<file path="config.mk">
export PLATFORM = sky130hd
export DESIGN_NAME = debug_snapshot_tx_flat
export DESIGN_NICKNAME = d
export VERILOG_FILES = /design/src/rtl/debug_pkg.sv /design/src/rtl/debug_snapshot_tx_if.sv /design/src/rtl/debug_byte_sel.sv /design/src/rtl/debug_snapshot_tx.sv /design/src/flat_wrapper.sv
export SDC_FILE = /design/constraint.sdc
export NUM_CORES = 1
export LEC_CHECK = 0
export BUFFER_PORTS_ARGS = -buffer_cell sky130_fd_sc_hd__buf_2
export CAP_MARGIN = 20
export CELL_PAD_IN_SITES_DETAIL_PLACEMENT = 0
export CELL_PAD_IN_SITES_GLOBAL_PLACEMENT = 2
export CORE_ASPECT_RATIO = 1.25
export CORE_MARGIN = 4
export CORE_UTILIZATION = 32
export CTS_CLUSTER_DIAMETER = 50
export DETAILED_ROUTE_END_ITERATION = 6
export GPL_TIMING_DRIVEN = 0
export PLACE_DENSITY_LB_ADDON = 0.1
export SLEW_MARGIN = 20
export SYNTH_ARGS = -nofsm -noshare
export SYNTH_HDL_FRONTEND = slang
export SYNTH_SLANG_ARGS = --single-unit
</file>
<file path="constraint.sdc">
create_clock -name clk -period 3.8 [get_ports clk]
set_clock_uncertainty 0.15 [all_clocks]
set_input_delay 0.38 -clock clk [delete_from_list [all_inputs] [get_ports clk]]
set_output_delay 0.38 -clock clk [all_outputs]
set_load 0.03 [all_outputs]
</file>
<file path="src/rtl/debug_pkg.sv">
// Shared types and helpers for the debug snapshot serializer.
// DEBUG_SNAPSHOT_CHECKSUM_EN selects the trailing XOR checksum byte.
package debug_pkg;

  localparam logic [7:0] SYNC_BYTE_DFLT = 8'hA5;

  typedef enum logic [1:0] {
    ST_IDLE   = 2'd0,
    ST_LOAD   = 2'd1,
    ST_WAIT   = 2'd2,
    ST_FINISH = 2'd3
  } state_t;

  function automatic int ch_bytes(
    input int ch_bits,
    input int uart_bits
  );
    return (ch_bits + uart_bits - 1) / uart_bits;
  endfunction

endpackage

</file>
<file path="src/rtl/debug_snapshot_tx_if.sv">
// UART byte handshake between the snapshot serializer and the transmitter.
// Signal names are taken from the serializer's point of view.
interface debug_snapshot_tx_if #(
  parameter int UART_BITS = 8
) ();

  logic                 o_tx_start;
  logic [UART_BITS-1:0] o_tx_data;
  logic                 i_tx_done;

  modport master (
    output o_tx_start,
    output o_tx_data,
    input  i_tx_done
  );

  modport slave (
    input  o_tx_start,
    input  o_tx_data,
    output i_tx_done
  );

endinterface

</file>
<file path="src/rtl/debug_byte_sel.sv">
// Picks one UART-sized byte out of the captured snapshot.
// Channels are zero-padded up to a whole number of bytes.
module debug_byte_sel
  import debug_pkg::*;
#(
  parameter int UART_BITS = 8,
  parameter int NUM_CH    = 4,
  parameter int CH_BITS   = 32,
  localparam int CHB      = ch_bytes(CH_BITS, UART_BITS),
  localparam int BCW      = $clog2(CHB + 1),
  localparam int CIW      = $clog2(NUM_CH + 1)
) (
  input  logic [NUM_CH*CH_BITS-1:0] i_snap,
  input  logic [CIW-1:0]            i_ch,
  input  logic [BCW-1:0]            i_byte,
  output logic [UART_BITS-1:0]      o_byte
);

  logic [CHB*UART_BITS-1:0] w_pad;

  always_comb begin
    w_pad = '0;
    for (int k = 0; k < NUM_CH; k++) begin
      if (CIW'(k) == i_ch) begin
        w_pad[CH_BITS-1:0] = i_snap[k*CH_BITS +: CH_BITS];
      end
    end
  end

  always_comb begin
    o_byte = '0;
    for (int b = 0; b < CHB; b++) begin
      if (BCW'(b) == i_byte) begin
        o_byte = w_pad[b*UART_BITS +: UART_BITS];
      end
    end
  end

endmodule

</file>
<file path="src/rtl/debug_snapshot_tx.sv">
// Captures a multi-channel snapshot and streams masked channels to a UART.
// Define DEBUG_SNAPSHOT_CHECKSUM_EN to append an XOR checksum byte.
module debug_snapshot_tx
  import debug_pkg::*;
#(
  parameter int UART_BITS = 8,
  parameter int NUM_CH    = 4,
  parameter int CH_BITS   = 32,
  parameter logic [UART_BITS-1:0] SYNC_BYTE =
    UART_BITS'(SYNC_BYTE_DFLT)
) (
  input  logic                      clk,
  input  logic                      rst,
  input  logic                      i_start,
  input  logic [NUM_CH-1:0]         i_ch_mask,
  input  logic [NUM_CH*CH_BITS-1:0] i_channels,
  output logic                      o_busy,
  output logic                      o_done,
  debug_snapshot_tx_if.master       tx
);

  localparam int CHB = ch_bytes(CH_BITS, UART_BITS);
  localparam int BCW = $clog2(CHB + 1);
  localparam int CIW = $clog2(NUM_CH + 1);

  state_t                    r_state;
  logic [NUM_CH*CH_BITS-1:0] r_snap;
  logic [NUM_CH-1:0]         r_mask;
  logic [CIW-1:0]            r_ch;
  logic [BCW-1:0]            r_byte;
  logic                      r_hdr;
  logic                      r_tx_start;
  logic [UART_BITS-1:0]      r_tx_data;
  logic                      r_busy;
  logic                      r_done;
`ifdef DEBUG_SNAPSHOT_CHECKSUM_EN
  logic [UART_BITS-1:0]      r_csum;
  logic                      r_csum_sent;
`endif

  logic                      w_found;
  logic [CIW-1:0]            w_next_ch;
  logic [UART_BITS-1:0]      w_byte;

  // lowest enabled channel at or above the current index
  always_comb begin
    w_found   = 1'b0;
    w_next_ch = '0;
    for (int k = NUM_CH - 1; k >= 0; k--) begin
      if (r_mask[k] && (CIW'(k) >= r_ch)) begin
        w_found   = 1'b1;
        w_next_ch = CIW'(k);
      end
    end
  end

  debug_byte_sel #(
    .UART_BITS (UART_BITS),
    .NUM_CH    (NUM_CH),
    .CH_BITS   (CH_BITS)
  ) u_sel (
    .i_snap (r_snap),
    .i_ch   (w_next_ch),
    .i_byte (r_byte),
    .o_byte (w_byte)
  );

  always_ff @(posedge clk or negedge rst) begin
    if (!rst) begin
      r_state     <= ST_IDLE;
      r_snap      <= '0;
      r_mask      <= '0;
      r_ch        <= '0;
      r_byte      <= '0;
      r_hdr       <= 1'b0;
      r_tx_start  <= 1'b0;
      r_tx_data   <= '0;
      r_busy      <= 1'b0;
      r_done      <= 1'b0;
`ifdef DEBUG_SNAPSHOT_CHECKSUM_EN
      r_csum      <= '0;
      r_csum_sent <= 1'b0;
`endif
    end else begin
      r_tx_start <= 1'b0;
      r_done     <= 1'b0;
      unique case (r_state)
        ST_IDLE: begin
          if (i_start) begin
            r_snap      <= i_channels;
            r_mask      <= i_ch_mask;
            r_ch        <= '0;
            r_byte      <= '0;
            r_hdr       <= 1'b0;
            r_busy      <= 1'b1;
`ifdef DEBUG_SNAPSHOT_CHECKSUM_EN
            r_csum      <= '0;
            r_csum_sent <= 1'b0;
`endif
            r_state     <= ST_LOAD;
          end
        end
        ST_LOAD: begin
          r_state <= ST_WAIT;
          if (!r_hdr) begin
            r_hdr      <= 1'b1;
            r_tx_start <= 1'b1;
            r_tx_data  <= SYNC_BYTE;
`ifdef DEBUG_SNAPSHOT_CHECKSUM_EN
            r_csum     <= r_csum ^ SYNC_BYTE;
`endif
          end else if (w_found) begin
            r_tx_start <= 1'b1;
            r_tx_data  <= w_byte;
`ifdef DEBUG_SNAPSHOT_CHECKSUM_EN
            r_csum     <= r_csum ^ w_byte;
`endif
            if (r_byte == BCW'(CHB - 1)) begin
              r_byte <= '0;
              r_ch   <= w_next_ch + 1'b1;
            end else begin
              r_byte <= r_byte + 1'b1;
              r_ch   <= w_next_ch;
            end
`ifdef DEBUG_SNAPSHOT_CHECKSUM_EN
          end else if (!r_csum_sent) begin
            r_csum_sent <= 1'b1;
            r_tx_start  <= 1'b1;
            r_tx_data   <= r_csum;
`endif
          end else begin
            r_done  <= 1'b1;
            r_state <= ST_FINISH;
          end
        end
        ST_WAIT: begin
          if (tx.i_tx_done) begin
            r_state <= ST_LOAD;
          end
        end
        ST_FINISH: begin
          r_busy  <= 1'b0;
          r_state <= ST_IDLE;
        end
        default: r_state <= ST_IDLE;
      endcase
    end
  end

  assign tx.o_tx_start = r_tx_start;
  assign tx.o_tx_data  = r_tx_data;
  assign o_busy        = r_busy;
  assign o_done        = r_done;

endmodule

</file>
<file path="src/flat_wrapper.sv">
// flat-port wrapper written by rule: the top's interface ports become plain ports
module debug_snapshot_tx_flat import debug_pkg::*;
#(
  parameter int UART_BITS = 8,
  parameter int NUM_CH    = 4,
  parameter int CH_BITS   = 32,
  parameter logic [UART_BITS-1:0] SYNC_BYTE =
    UART_BITS'(SYNC_BYTE_DFLT)
)
  (clk, rst, i_start, i_ch_mask, i_channels, o_busy, o_done, tx_o_tx_start, tx_o_tx_data, tx_i_tx_done);
  debug_snapshot_tx_if #(.UART_BITS(UART_BITS)) tx_i ();
  input  logic clk;
  input  logic rst;
  input  logic i_start;
  input  logic [NUM_CH-1:0] i_ch_mask;
  input  logic [NUM_CH*CH_BITS-1:0] i_channels;
  output logic o_busy;
  output logic o_done;
  output wire logic [$bits(tx_i.o_tx_start)-1:0] tx_o_tx_start;
  output wire logic [$bits(tx_i.o_tx_data)-1:0] tx_o_tx_data;
  input wire logic [$bits(tx_i.i_tx_done)-1:0] tx_i_tx_done;
  assign tx_o_tx_start = tx_i.o_tx_start;
  assign tx_o_tx_data = tx_i.o_tx_data;
  assign tx_i.i_tx_done = tx_i_tx_done;
  debug_snapshot_tx #(.UART_BITS(UART_BITS), .NUM_CH(NUM_CH), .CH_BITS(CH_BITS), .SYNC_BYTE(SYNC_BYTE)) u_core (.clk(clk), .rst(rst), .i_start(i_start), .i_ch_mask(i_ch_mask), .i_channels(i_channels), .o_busy(o_busy), .o_done(o_done), .tx(tx_i));
endmodule
</file>
==> reports/qor.csv, run 1 <==
stage,metric,value,unit
outcome,run status,completed,
worst_setup_path,largest fanout of any net on the critical path,10,
clock_network,clock net sink count,152,
sta,setup total negative slack,0,ps
synthesis,mean instance size in the synthesized netlist,8.665,um2
global_route,wire length of the first global-routing pass,38140,um
final_layout,antenna diode instance count,0,
sta,max-slew violation count,0,
worst_setup_path,"Critical Path, Cell by Cell",a21bo_2 > a21o_1 > nor2_1 > inv_1 > ha_1 > nor2b_1 > buf_6 > buf_6 > buf_6 > a221oi_1 > nor3_1 > o31ai_1 > o2bb2ai_1,
sta,final period utilization,90.64,%
worst_setup_path,arrival time of the worst setup path,3600,ps
synthesis,number of unique standard cell types used by synthesis,41,
worst_setup_path,reg-to-reg critical path startpoint,u_core.r_ch[1],
worst_setup_path,CP max stage cell,sky130_fd_sc_hd__a221oi_1,
global_route,pin count of the biggest net entering global routing,60,
clock_network,"Clk pin slew, worst setup/hold paths",60,ps
routing,wire length on met1,11010,um
sta,maximum clock frequency,290.3,MHz
floorplanning,I/O pins,147,
worst_setup_path,worst path bufs/invs,4,
global_route,total overflow reported by the global router,0,
floorplanning,die width,140.3,um
sta,RSZ-0062 raised after global routing,false,
placed_design,HPWL reported at the end of detailed placement,17840,um
final_layout,synth-to-layout area growth,36.78,%
placed_design,number of buffer cells added on primary ports,146,
placed_design,Post-Place Cells,1235,
sta,Final Hold Violating Endpoints,0,
flow_run,total of max-cap violations,0,
power,highest ir drop seen on vdd,0.0003884,V
sta,post-layout minimum cycle time,3444,ps
sta,Tightest Pin Transition,1025,ps
worst_setup_path,kind of launch point of the worst setup path,flop,
final_layout,fraction of final layout cells with drive strength greater than 1,18.29,%
routing,remaining routing DRC violations,0,
clock_network,clock latency at the later pin of the worst-skew pair,430,ps
synthesis,number of warning messages in the yosys log,0,
placed_design,GPL Wtd Cong,0.7910,
global_route,initial antenna violation count,0,
synthesis,"Net Count, Synth",952,
clock_network,total setup buffers inserted after CTS,0,
final_layout,final core utilization,44.45,%
worst_setup_path,CP required,3950,ps
floorplanning,core area,21550,um2
routing,Met3 Wirelength,806,um
floorplanning,standard-cell rows,60,
routing,vias post-DR,6421,
global_route,total global-route track usage,20.30,%
floorplanning,vertical extent of the die,173.4,um
final_layout,filler instances,2182,
sta,final setup violating endpoints,0,
routing,Met2 Wirelength,11990,um
synthesis,register bit count reported by yosys,152,
power,Final Total Pwr,8.695,mW
clock_network,number of H-tree branching levels,4,
worst_hold_path,start point of the worst min-delay path,i_channels[54],
synthesis,total standard cell area after synthesis,7002,um2
worst_setup_path,source of the critical timing path,u_core.r_ch[1],
worst_setup_path,Crit path max-delay family,compound AO/OA/AOI/OAI gates,
routing,DRT antenna net count,0,
routing,detailed-route wire length,24150,um
clock_network,number of buffers on the longest clock path,2,
final_layout,post-layout instance count excluding filler cells,1345,
sta,Min Hold Slack,5.074,ps
clock_network,cell chosen for the clock root,sky130_fd_sc_hd__clkbuf_16,
worst_hold_path,Hold Path Class,input pin to flop,
floorplanning,initial standard-cell utilization of the core,32.50,%
synthesis,Post-Syn Instances,808,
synthesis,share of synthesized area occupied by flip-flops and latches,54.32,%
final_layout,net count of the finished layout,1197,
floorplanning,overall die area,24330,um2
routing,wire per inst,17.96,um
clock_network,cells resized by post-CTS repair,0,
worst_setup_path,"Worst Path Class, Setup",flop to flop,
routing,highest metal layer with signal wires,met4,
clock_network,TritonCTS clock tree,built,
routing,post-detailed-route via-to-cell ratio,4.774,
worst_setup_path,kind of capture point of the worst setup path,flop,
power,Leakage,4.829,nW
power,PwrDens,908.0,nW/um2
sta,Slew headroom,31.68,%
clock_network,Hold Buf Count CTS,77,
worst_setup_path,stage delay of the slowest cell on the critical path,470,ps
clock_network,CTS Buf Count,17,
global_route,vias in the first global route,6754,
routing,first-pass iteration count of the detailed router,4,
worst_setup_path,CP dominant cell by count,sky130_fd_sc_hd__buf_6,
routing,violation count after the first detailed-route iteration,279,
==> where the power goes <==
group	leakage, nW	switching [mW]	internal [mW]	total, mW
clock	0.321	0.703	1.17	1.88
combinational	2.63	2.50	1.45	3.95
sequential	1.88	0.496	2.38	2.87
==> cells in the mapped netlist <==
| cell | instances | share of area, % |
|---|---|---|
| sky130_fd_sc_hd__nand2_1 | 376 | 20 |
| sky130_fd_sc_hd__dfrtp_1 | 152 | 54 |
| sky130_fd_sc_hd__clkbuf_1 | 37 | 2.0 |
| sky130_fd_sc_hd__inv_1 | 27 | 1.4 |
| sky130_fd_sc_hd__a221oi_1 | 26 | 3.3 |
| sky130_fd_sc_hd__a21oi_1 | 23 | 1.6 |
| sky130_fd_sc_hd__o21ai_0 | 19 | 1.4 |
| sky130_fd_sc_hd__a221o_1 | 12 | 1.7 |
| sky130_fd_sc_hd__nor3_1 | 12 | 0.86 |
| sky130_fd_sc_hd__o22ai_1 | 11 | 0.98 |
| sky130_fd_sc_hd__nand2b_1 | 10 | 0.89 |
| sky130_fd_sc_hd__a31oi_1 | 8 | 0.71 |
| sky130_fd_sc_hd__ha_1 | 8 | 1.4 |
| sky130_fd_sc_hd__o2bb2ai_1 | 8 | 1.0 |
| sky130_fd_sc_hd__buf_2 | 7 | 0.50 |
| sky130_fd_sc_hd__nor2_1 | 7 | 0.38 |
| sky130_fd_sc_hd__nor2b_1 | 7 | 0.63 |
| sky130_fd_sc_hd__o31ai_1 | 7 | 0.75 |
| sky130_fd_sc_hd__nand3b_1 | 6 | 0.64 |
| sky130_fd_sc_hd__a211oi_1 | 5 | 0.54 |
| sky130_fd_sc_hd__buf_6 | 5 | 0.80 |
| sky130_fd_sc_hd__a211o_1 | 4 | 0.50 |
| sky130_fd_sc_hd__nand3_1 | 4 | 0.29 |
| sky130_fd_sc_hd__o32a_1 | 4 | 0.57 |
| sky130_fd_sc_hd__o32ai_1 | 4 | 0.50 |
| sky130_fd_sc_hd__a21o_1 | 3 | 0.32 |
| sky130_fd_sc_hd__buf_1 | 2 | 0.11 |
| sky130_fd_sc_hd__a21bo_2 | 1 | 0.14 |
| sky130_fd_sc_hd__a21oi_2 | 1 | 0.13 |
| sky130_fd_sc_hd__a221oi_2 | 1 | 0.21 |
| sky130_fd_sc_hd__a2bb2oi_1 | 1 | 0.13 |
| sky130_fd_sc_hd__a32o_1 | 1 | 0.14 |
| sky130_fd_sc_hd__and2_1 | 1 | 0.089 |
| sky130_fd_sc_hd__clkinv_1 | 1 | 0.054 |
| sky130_fd_sc_hd__nor4bb_1 | 1 | 0.14 |
| sky130_fd_sc_hd__o211ai_1 | 1 | 0.11 |
| sky130_fd_sc_hd__or2_2 | 1 | 0.089 |
| sky130_fd_sc_hd__or3_1 | 1 | 0.089 |
| sky130_fd_sc_hd__or3b_1 | 1 | 0.13 |
| sky130_fd_sc_hd__or4b_1 | 1 | 0.14 |
| sky130_fd_sc_hd__xnor2_1 | 1 | 0.13 |
==> layer usage <==
layer  track usage (%)  vias up
met5                 0        -
met4             5.250        0
met3             2.870       19
met2             34.66      140
met1             27.06     3077
li1                  -     3185
==> cell usage in the layout, fill, tap and decap left out, drive strengths merged <==
master       Yosys  routed
buf             14     162
a221o           12      12
dlygate4sd3      0      78
nor2b            7       7
a211o            4       4
ha               8       8
nor3            12      12
nand2          376     376
nand2b          10      10
clkbuf          37      59
bufinv           0       4
or4b             1       1
o32ai            4       4
nor2             7       7
a21bo            1       1
or2              1       1
o2bb2ai          8       8
nand3            4       4
a32o             1       1
a21oi           24      24
a211oi           5       5
o32a             4       4
o21ai           19      19
a21o             3       3
a31oi            8       8
nand3b           6       6
clkinv           1       6
o22ai           11      11
xnor2            1       1
inv             27      28
o31ai            7       7
and2             1       1
dfrtp          152     152
or3              1       1
or3b             1       1
o211ai           1       1
nor4bb           1       1
a221oi          27      27
a2bb2oi          1       1
==> registers in the layout, summed over array words and instances (netlist names), 2 cells and up <==
signal and cells:
u_core.r_mask 4, u_core.r_byte 3, u_core.r_ch 3, u_core.r_state 2
u_core.r_snap 128, u_core.tx.o_tx_data 8
==> cell type report <==
cell class	count	area, um2	share of cell area (%)
Clock buffer	22	484.2	5.056
Inverter	28	105.1	1.097
Timing Repair Buffer	226	1577	16.46
Tap cell	279	349.1	3.645
Multi-Input combinational cell	577	2855	29.81
Clock inverter	10	165.2	1.725
Sequential cell	152	3804	39.72
Buffer	51	237.7	2.482
==> cells by family after synthesis <==
logic type               count (synthesis)  synth area share, %
AO/OA/AOI/OAI                          140                14.71
XOR/XNOR                                 1               0.1251
adder cells (fa/ha/maj)                  8                1.430
buffers and inverters                   79                4.896
flip-flops                             152                54.32
AND/OR/NAND/NOR                        428                24.52
==> worst min-delay path, delay by kind of cell <==
kind | cells | cell delay (ps)
buffers and inverters | 1 | 70
and+or+nand+nor | 2 | 100
==> path summary, 6_finish.rpt <==
path | endpoint | slack (ps) | cells after the start
hold / removal | u_core.r_snap[54] | 5 | 3
hold reg to reg | u_core.r_snap[20] | 320 | 2
min in group asynchronous | u_core.r_snap[58] | 290 | 2
setup / recovery | u_core.tx.o_tx_data[6] | 360 | 13
setup reg to reg | u_core.tx.o_tx_data[6] | 360 | 13
max in group asynchronous | u_core.r_snap[41] | 2260 | 4
==> per-stage QoR <==
step           setup WS, ps  instance area [um2]
5_1_grt               140.2                 9577
3_3_place_gp         -318.8                 8082
2_1_floorplan          1071                 7002
3_5_place_dp          293.9                 8147
6_report              355.5                 9577
4_1_cts               272.5                 9567
(Power assumes the default switching activity.)
==> run 2, diff against run 1 <==
--- a/config.mk
+++ b/config.mk
@@ -6,7 +6,7 @@
 export NUM_CORES = 1
 export LEC_CHECK = 0
 export BUFFER_PORTS_ARGS = -buffer_cell sky130_fd_sc_hd__buf_2
-export CAP_MARGIN = 20
+export CAP_MARGIN = 25
 export CELL_PAD_IN_SITES_DETAIL_PLACEMENT = 0
 export CELL_PAD_IN_SITES_GLOBAL_PLACEMENT = 2
 export CORE_ASPECT_RATIO = 1.25
==> constraint.sdc (replaced) <==
create_clock -name clk -period 3.8 [get_ports clk]
set_clock_uncertainty 0.15 [all_clocks]
set_input_delay 0.76 -clock clk [delete_from_list [all_inputs] [get_ports clk]]
set_output_delay 0.76 -clock clk [all_outputs]
set_load 0.03 [all_outputs]
==> run 2 against run 1 <==
  * Count of clock-buffer cells in the layout fell by 4
  * Register-to-register slack barely moved
  * Clock power decreased by 9%
  * Via count shrank 4.4%
  * Final area decreased by 8.7%
  * Combinational power down 1%
  * Sequential power hardly changed
  * Fmax fell by 0.36%
  * Hold slack gained 76 ps
  * First-iteration DRC count grew 0.72%
  * Global-route usage fell by 0.61 points
==> reports/qor.csv, run 2 (synthesis results as in run 1) <==
stage,metric,value,unit,change
outcome,run status,completed,,
worst_setup_path,cell depth of the worst setup path,13,,unchanged
floorplanning,die width,140.3,um,unchanged
worst_setup_path,CP max stage cell,sky130_fd_sc_hd__a221oi_1,,
clock_network,cells resized by post-CTS repair,0,,unchanged
final_layout,largest register by flop count,u_core.r_snap,,
worst_setup_path,reg-to-reg critical path startpoint,u_core.r_ch[1],,
placed_design,area after detailed placement,8158,um2,+0.14%
final_layout,area occupied by multi-input gates,2855,um2,unchanged
worst_setup_path,source of the critical timing path,u_core.r_ch[1],,
global_route,total global-route track usage,19.69,%,-0.61 points
worst_setup_path,"Critical Path, Cell by Cell",a21bo_2 > a21o_1 > nor2_1 > inv_1 > ha_1 > nor2b_1 > buf_6 > buf_6 > buf_6 > a221oi_1 > nor3_1 > o31ai_1 > o2bb2ai_1,,
global_route,initial antenna violation count,0,,unchanged
final_layout,synth-to-layout area growth,24.84,%,
worst_hold_path,Hold Path Class,input pin to async pin,,
sta,maximum clock frequency,289.3,MHz,-0.36%
worst_setup_path,capture point of the worst path,u_core.tx.o_tx_data[3],,
power,PwrDens,970.6,nW/um2,+6.9%
worst_setup_path,terminus of the critical flop-to-flop path,u_core.tx.o_tx_data[3],,
worst_setup_path,CP dominant cell by count,sky130_fd_sc_hd__buf_6,,
flow_run,total of max-cap violations,0,,unchanged
floorplanning,overall die area,24330,um2,unchanged
sta,post-layout minimum cycle time,3457,ps,+12.56 ps
power,highest ir drop seen on vdd,0.0003933,V,+1.3%
clock_network,number of H-tree branching levels,4,,unchanged
final_layout,final design area excluding fillers,8741,um2,-8.7%
clock_network,clock latency at the later pin of the worst-skew pair,430,ps,about the same
final_layout,antenna diode instance count,0,,unchanged
clock_network,number of buffers on the longest clock path,2,,unchanged
floorplanning,standard-cell rows,60,,unchanged
placed_design,worst setup slack after placement,291.2,ps,-2.679 ps
final_layout,FF/Latch Area,3804,um2,unchanged
global_route,total overflow reported by the global router,0,,unchanged
worst_setup_path,stage delay of the slowest cell on the critical path,450,ps,-20 ps
worst_setup_path,"Worst Path Class, Setup",flop to flop,,
sta,Final Hold Violating Endpoints,0,,unchanged
clock_network,CTS Buf Count,17,,unchanged
sta,PnR worst setup slack,343.0,ps,-12.56 ps
worst_setup_path,CP required,3960,ps,about the same
sta,setup total negative slack,0,ps,unchanged
worst_setup_path,kind of launch point of the worst setup path,flop,,
routing,remaining routing DRC violations,0,,unchanged
worst_setup_path,largest fanout of any net on the critical path,10,,unchanged
floorplanning,core area,21550,um2,unchanged
final_layout,"top library cells by usage in the layout, fill and taps aside","sky130_fd_sc_hd__nand2_1, sky130_fd_sc_hd__buf_2, sky130_fd_sc_hd__dfrtp_1, sky130_fd_sc_hd__clkbuf_1, sky130_fd_sc_hd__inv_1",,
floorplanning,initial standard-cell utilization of the core,32.50,%,unchanged
worst_setup_path,Crit path max-delay family,compound AO/OA/AOI/OAI gates,,
clock_network,total setup buffers inserted after CTS,0,,unchanged
sta,final setup violating endpoints,0,,unchanged
global_route,vias in the first global route,6402,,-5.2%
worst_setup_path,slack of the worst reg-to-reg path,340,ps,about the same
worst_setup_path,arrival time of the worst setup path,3620,ps,+20 ps
final_layout,filler instances,2309,,+5.8%
final_layout,final core utilization,40.57,%,-3.9 points
sta,final period utilization,90.97,%,+0.33 points
floorplanning,vertical extent of the die,173.4,um,unchanged
routing,detailed-route wire length,23740,um,-1.7%
worst_setup_path,kind of capture point of the worst setup path,flop,,
routing,violation count after the first detailed-route iteration,281,,+0.72%
routing,post-detailed-route via-to-cell ratio,4.844,,+1.5%
sta,max-slew violation count,0,,unchanged
worst_setup_path,worst path bufs/invs,4,,unchanged
final_layout,net count of the finished layout,1120,,-6.4%
routing,DRT antenna net count,0,,unchanged
routing,wire per inst,18.74,um,+4.4%
sta,Slew headroom,51.92,%,+20 points
clock_network,"Clk pin slew, worst setup/hold paths",70,ps,about the same
power,Final Total Pwr,8.484,mW,-2.4%
clock_network,Hold Buf Count CTS,0,,-100%
final_layout,fraction of final layout cells with drive strength greater than 1,19.84,%,+1.5 points
power,Leakage,4.464,nW,-7.6%
global_route,wire length of the first global-routing pass,36730,um,-3.7%
sta,Tightest Pin Transition,721.2,ps,-303.6 ps
global_route,pin count of the biggest net entering global routing,60,,unchanged
sta,RSZ-0062 raised after global routing,false,,
routing,first-pass iteration count of the detailed router,4,,unchanged
final_layout,most frequent standard cell in the layout excluding fill and tap cells,sky130_fd_sc_hd__nand2_1,,
placed_design,HPWL reported at the end of detailed placement,18100,um,+1.5%
routing,vias post-DR,6137,,-4.4%
clock_network,clock net sink count,152,,unchanged
clock_network,TritonCTS clock tree,built,,
worst_setup_path,number of cell instances on the worst register-to-register path,13,,unchanged
placed_design,GPL Wtd Cong,0.7910,,unchanged
placed_design,number of buffer cells added on primary ports,146,,unchanged
floorplanning,I/O pins,147,,unchanged
clock_network,cell chosen for the clock root,sky130_fd_sc_hd__clkbuf_16,,
final_layout,flip-flop count of the largest register after layout,128,,unchanged
==> run 2: cell count changes in the layout (fill, tap and decap cells not counted) <==
cell / change
sky130_fd_sc_hd__clkinv_4: -2
sky130_fd_sc_hd__clkbuf_8: -3
sky130_fd_sc_hd__dlygate4sd3_1: -78
sky130_fd_sc_hd__inv_6: +3
sky130_fd_sc_hd__clkinvlp_4: +4
sky130_fd_sc_hd__clkbuf_1: -1
sky130_fd_sc_hd__bufinv_16: -2
sky130_fd_sc_hd__buf_6: +1
==> run 2: worst min-delay path by stage <==
stage / start / end / cells after the start
2_1_floorplan: u_core.r_mask[2] / u_core.r_mask[2] / 2
3_3_place_gp: u_core.r_snap[46] / u_core.r_snap[46] / 2
3_5_place_dp: u_core.r_snap[94] / u_core.r_snap[94] / 2
4_1_cts: rst / u_core.r_snap[55] / 1
5_1_grt: rst / u_core.r_snap[55] / 1
6_report: rst / u_core.r_snap[55] / 1
==> run 2: through the flow <==
step | cells | hold WS [ps]
after CTS | 1267 | 78.48
after global placement | 1233 | 308.2
after floorplan | 808 | 286.4
final | 1267 | 80.75
after detailed placement | 1236 | 313.8
after global routing | 1267 | 99.74
==> run 2: power by group <==
part / leakage, nW / switching (mW) / internal (mW) / total, mW
combinational: 2.31 / 2.50 / 1.40 / 3.90
clock: 0.276 / 0.721 / 0.987 / 1.71
sequential: 1.88 / 0.496 / 2.38 / 2.87
total: 4.46 / 3.72 / 4.76 / 8.48
==> run 2: area by class of cell <==
cell class / instances / area share, %
Timing Repair Buffer: 149 / 9.233
Multi-Input combinational cell: 577 / 32.67
Clock buffer: 18 / 5.024
Tap cell: 279 / 3.994
Buffer: 51 / 2.720
Clock inverter: 13 / 1.646
Sequential cell: 152 / 43.52
Inverter: 28 / 1.202
==> run 2: routing by layer <==
| metal | GRT usage, % | share of wire [%] | vias up |
|---|---|---|---|
| met5 | 0 | 0 | - |
| met4 | 5.170 | 1.3 | 0 |
| met3 | 2.759 | 3.8 | 19 |
| met2 | 33.55 | 50 | 145 |
| met1 | 26.31 | 45 | 2941 |
| li1 | - | - | 3032 |
==> run 3, diff against run 2 <==
--- a/config.mk
+++ b/config.mk
@@ -7,15 +7,13 @@
 export LEC_CHECK = 0
 export BUFFER_PORTS_ARGS = -buffer_cell sky130_fd_sc_hd__buf_2
 export CAP_MARGIN = 25
-export CELL_PAD_IN_SITES_DETAIL_PLACEMENT = 0
-export CELL_PAD_IN_SITES_GLOBAL_PLACEMENT = 2
 export CORE_ASPECT_RATIO = 1.25
 export CORE_MARGIN = 4
-export CORE_UTILIZATION = 32
+export CORE_UTILIZATION = 55
 export CTS_CLUSTER_DIAMETER = 50
 export DETAILED_ROUTE_END_ITERATION = 6
 export GPL_TIMING_DRIVEN = 0
-export PLACE_DENSITY_LB_ADDON = 0.1
+export PLACE_DENSITY = 0.8
 export SLEW_MARGIN = 20
 export SYNTH_ARGS = -nofsm -noshare
 export SYNTH_HDL_FRONTEND = slang
==> run 3 against run 2 <==
  * Sequential share of layout area is 0.81 points higher
  * Hold slack improved by 44 ps
  * Largest power group unchanged
  * Flip-flop and latch count stayed put
  * Worst setup slack lost 6.3 ps
  * Largest cell class unchanged
  * Non-clock buffer count decreased by 2
  * Total power hardly changed
  * First-iteration DRC count increased to 2.6 times the previous value
  * Fmax decreased by 0.18%
  * Register-to-register slack about the same
  * Sequential power barely moved
  * Count of clock-buffer cells in the layout up 3
==> reports/qor.csv, run 3 (synthesis results as in run 1) <==
stage,metric,value,unit,change
outcome,run status,completed,,
placed_design,Post-Place Cells,1119,,-9.5%
placed_design,HPWL reported at the end of detailed placement,14930,um,-18%
clock_network,Hold Buf Count CTS,0,,unchanged
final_layout,net count of the finished layout,1118,,-0.18%
power,Final Total Pwr,8.477,mW,about the same
global_route,total overflow reported by the global router,0,,unchanged
placed_design,number of buffer cells added on primary ports,146,,unchanged
worst_setup_path,arrival time of the worst setup path,3660,ps,+40 ps
sta,final setup violating endpoints,0,,unchanged
floorplanning,vertical extent of the die,134.1,um,-23%
final_layout,antenna diode instance count,0,,unchanged
placed_design,worst setup slack after placement,559.7,ps,+268.5 ps
routing,vias post-DR,6636,,+8.1%
routing,remaining routing DRC violations,0,,unchanged
worst_setup_path,CP required,4000,ps,+40 ps
power,Leakage,4.463,nW,about the same
worst_setup_path,number of cell instances on the worst register-to-register path,12,,-1
final_layout,largest register by flop count,u_core.r_snap,,
final_layout,final core utilization,69.60,%,+29 points
final_layout,post-layout instance count excluding filler cells,1151,,-9.2%
flow_run,total of max-cap violations,0,,unchanged
sta,Tightest Pin Transition,680.8,ps,-40.39 ps
clock_network,total setup buffers inserted after CTS,0,,unchanged
final_layout,"top library cells by usage in the layout, fill and taps aside","sky130_fd_sc_hd__nand2_1, sky130_fd_sc_hd__buf_2, sky130_fd_sc_hd__dfrtp_1, sky130_fd_sc_hd__clkbuf_1, sky130_fd_sc_hd__inv_1",,
worst_setup_path,kind of launch point of the worst setup path,flop,,
global_route,vias in the first global route,6417,,+0.23%
final_layout,flip-flop count of the largest register after layout,128,,unchanged
global_route,pin count of the biggest net entering global routing,84,,+40%
final_layout,fraction of final layout cells with drive strength greater than 1,19.55,%,-0.28 points
clock_network,cells resized by post-CTS repair,0,,unchanged
clock_network,TritonCTS clock tree,built,,
sta,Min Hold Slack,124.4,ps,+43.66 ps
worst_setup_path,terminus of the critical flop-to-flop path,u_core.tx.o_tx_data[3],,
worst_setup_path,"Worst Path Class, Setup",flop to flop,,
floorplanning,core area,12330,um2,-43%
worst_setup_path,largest fanout of any net on the critical path,10,,unchanged
global_route,total global-route track usage,29.45,%,+9.8 points
global_route,initial antenna violation count,0,,unchanged
worst_setup_path,reg-to-reg critical path startpoint,u_core.r_mask[2],,
floorplanning,initial standard-cell utilization of the core,56.78,%,+24 points
final_layout,synth-to-layout area growth,22.57,%,
power,highest ir drop seen on vdd,0.0004735,V,+20%
global_route,wire length of the first global-routing pass,32530,um,-11%
sta,final period utilization,91.14,%,+0.17 points
clock_network,cell chosen for the clock root,sky130_fd_sc_hd__clkbuf_16,,
floorplanning,die width,108.9,um,-22%
sta,maximum clock frequency,288.7,MHz,-0.18%
clock_network,clock latency at the later pin of the worst-skew pair,430,ps,about the same
floorplanning,overall die area,14610,um2,-40%
worst_hold_path,Hold Path Class,input pin to async pin,,
routing,wire per inst,18.46,um,-1.5%
routing,post-detailed-route via-to-cell ratio,5.765,,+19%
worst_setup_path,slack of the worst reg-to-reg path,340,ps,about the same
clock_network,number of buffers on the longest clock path,2,,unchanged
floorplanning,I/O pins,147,,unchanged
sta,max-slew violation count,0,,unchanged
worst_setup_path,kind of capture point of the worst setup path,flop,,
floorplanning,standard-cell rows,45,,-25%
clock_network,clock net sink count,152,,unchanged
routing,detailed-route wire length,21250,um,-10%
sta,Final Hold Violating Endpoints,0,,unchanged
routing,DRT antenna net count,0,,unchanged
routing,violation count after the first detailed-route iteration,733,,+160%
placed_design,GPL Wtd Cong,0.9162,,+16%
routing,first-pass iteration count of the detailed router,6,,+2
sta,Slew headroom,54.61,%,+2.7 points
clock_network,CTS Buf Count,17,,unchanged
final_layout,most frequent standard cell in the layout excluding fill and tap cells,sky130_fd_sc_hd__nand2_1,,
clock_network,number of H-tree branching levels,4,,unchanged
sta,RSZ-0062 raised after global routing,false,,
sta,post-layout minimum cycle time,3463,ps,+6.320 ps
clock_network,"Clk pin slew, worst setup/hold paths",60,ps,about the same
sta,PnR worst setup slack,336.6,ps,-6.320 ps
power,PwrDens,987.8,nW/um2,+1.8%
[run 3: worst max path at each step]
stage / startpoint / to / slack [ps] / depth (start not counted)
after floorplan: u_core.r_ch[1] / u_core.tx.o_tx_data[0] / 1070 / 11
after global placement: rst / u_core.r_snap[16] / -340 / 1
after detailed placement: u_core.r_ch[1] / u_core.tx.o_tx_data[3] / 560 / 13
after CTS: u_core.r_mask[2] / u_core.tx.o_tx_data[3] / 470 / 12
after global routing: u_core.r_ch[1] / u_core.tx.o_tx_data[1] / 260 / 13
final: u_core.r_mask[2] / u_core.tx.o_tx_data[3] / 340 / 12
[run 3: cell type report]
| class | instances | area [um2] |
|---|---|---|
| multi-input combinational | 577 | 2855 |
| clock buffer | 21 | 460.4 |
| inverter | 28 | 105.1 |
| timing repair buffer | 147 | 768.2 |
| clock inverter | 11 | 146.4 |
| fill | 988 | 3749 |
| sequential | 152 | 3804 |
| tap | 164 | 205.2 |
| buffer | 51 | 237.7 |
[run 3: critical path, cell delays in order, from the launching register on]
cell	delay [ps]
sky130_fd_sc_hd__dfrtp_1	410
sky130_fd_sc_hd__a21bo_2	230
sky130_fd_sc_hd__a2bb2oi_1	60
sky130_fd_sc_hd__or3_1	440
sky130_fd_sc_hd__inv_1	140
sky130_fd_sc_hd__ha_1	230
sky130_fd_sc_hd__buf_6	160
sky130_fd_sc_hd__buf_2	220
sky130_fd_sc_hd__clkbuf_1	520
sky130_fd_sc_hd__a31oi_1	230
sky130_fd_sc_hd__o32ai_1	270
sky130_fd_sc_hd__o31ai_1	170
sky130_fd_sc_hd__o2bb2ai_1	160
[run 3: power by group]
group	internal (mW)	leakage, nW	switching, mW
clock	1.07	0.293	0.666
combinational	1.39	2.29	2.49
sequential	2.38	1.88	0.486
total	4.84	4.46	3.64
[run 3: per-stage QoR]
step / cell area [um2] / setup TNS (ps)
floorplan: 7002 / 0
global placement: 7938 / -50140
detailed placement: 7975 / 0
CTS: 8582 / 0
global route: 8582 / 0
finish: 8582 / 0
[run 3: metal layers]
| metal | share of wire [%] | up-vias | GRT usage (%) | wire length, um |
|---|---|---|---|---|
| met3 | 8.4 | 90 | 6.115 | 1777 |
| li1 | - | 3018 | - | - |
| met4 | 4.0 | 0 | 11.65 | 859 |
| met5 | 0 | - | 0 | 0 |
| met2 | 49 | 393 | 49.28 | 10480 |
| met1 | 38 | 3135 | 37.20 | 8139 |
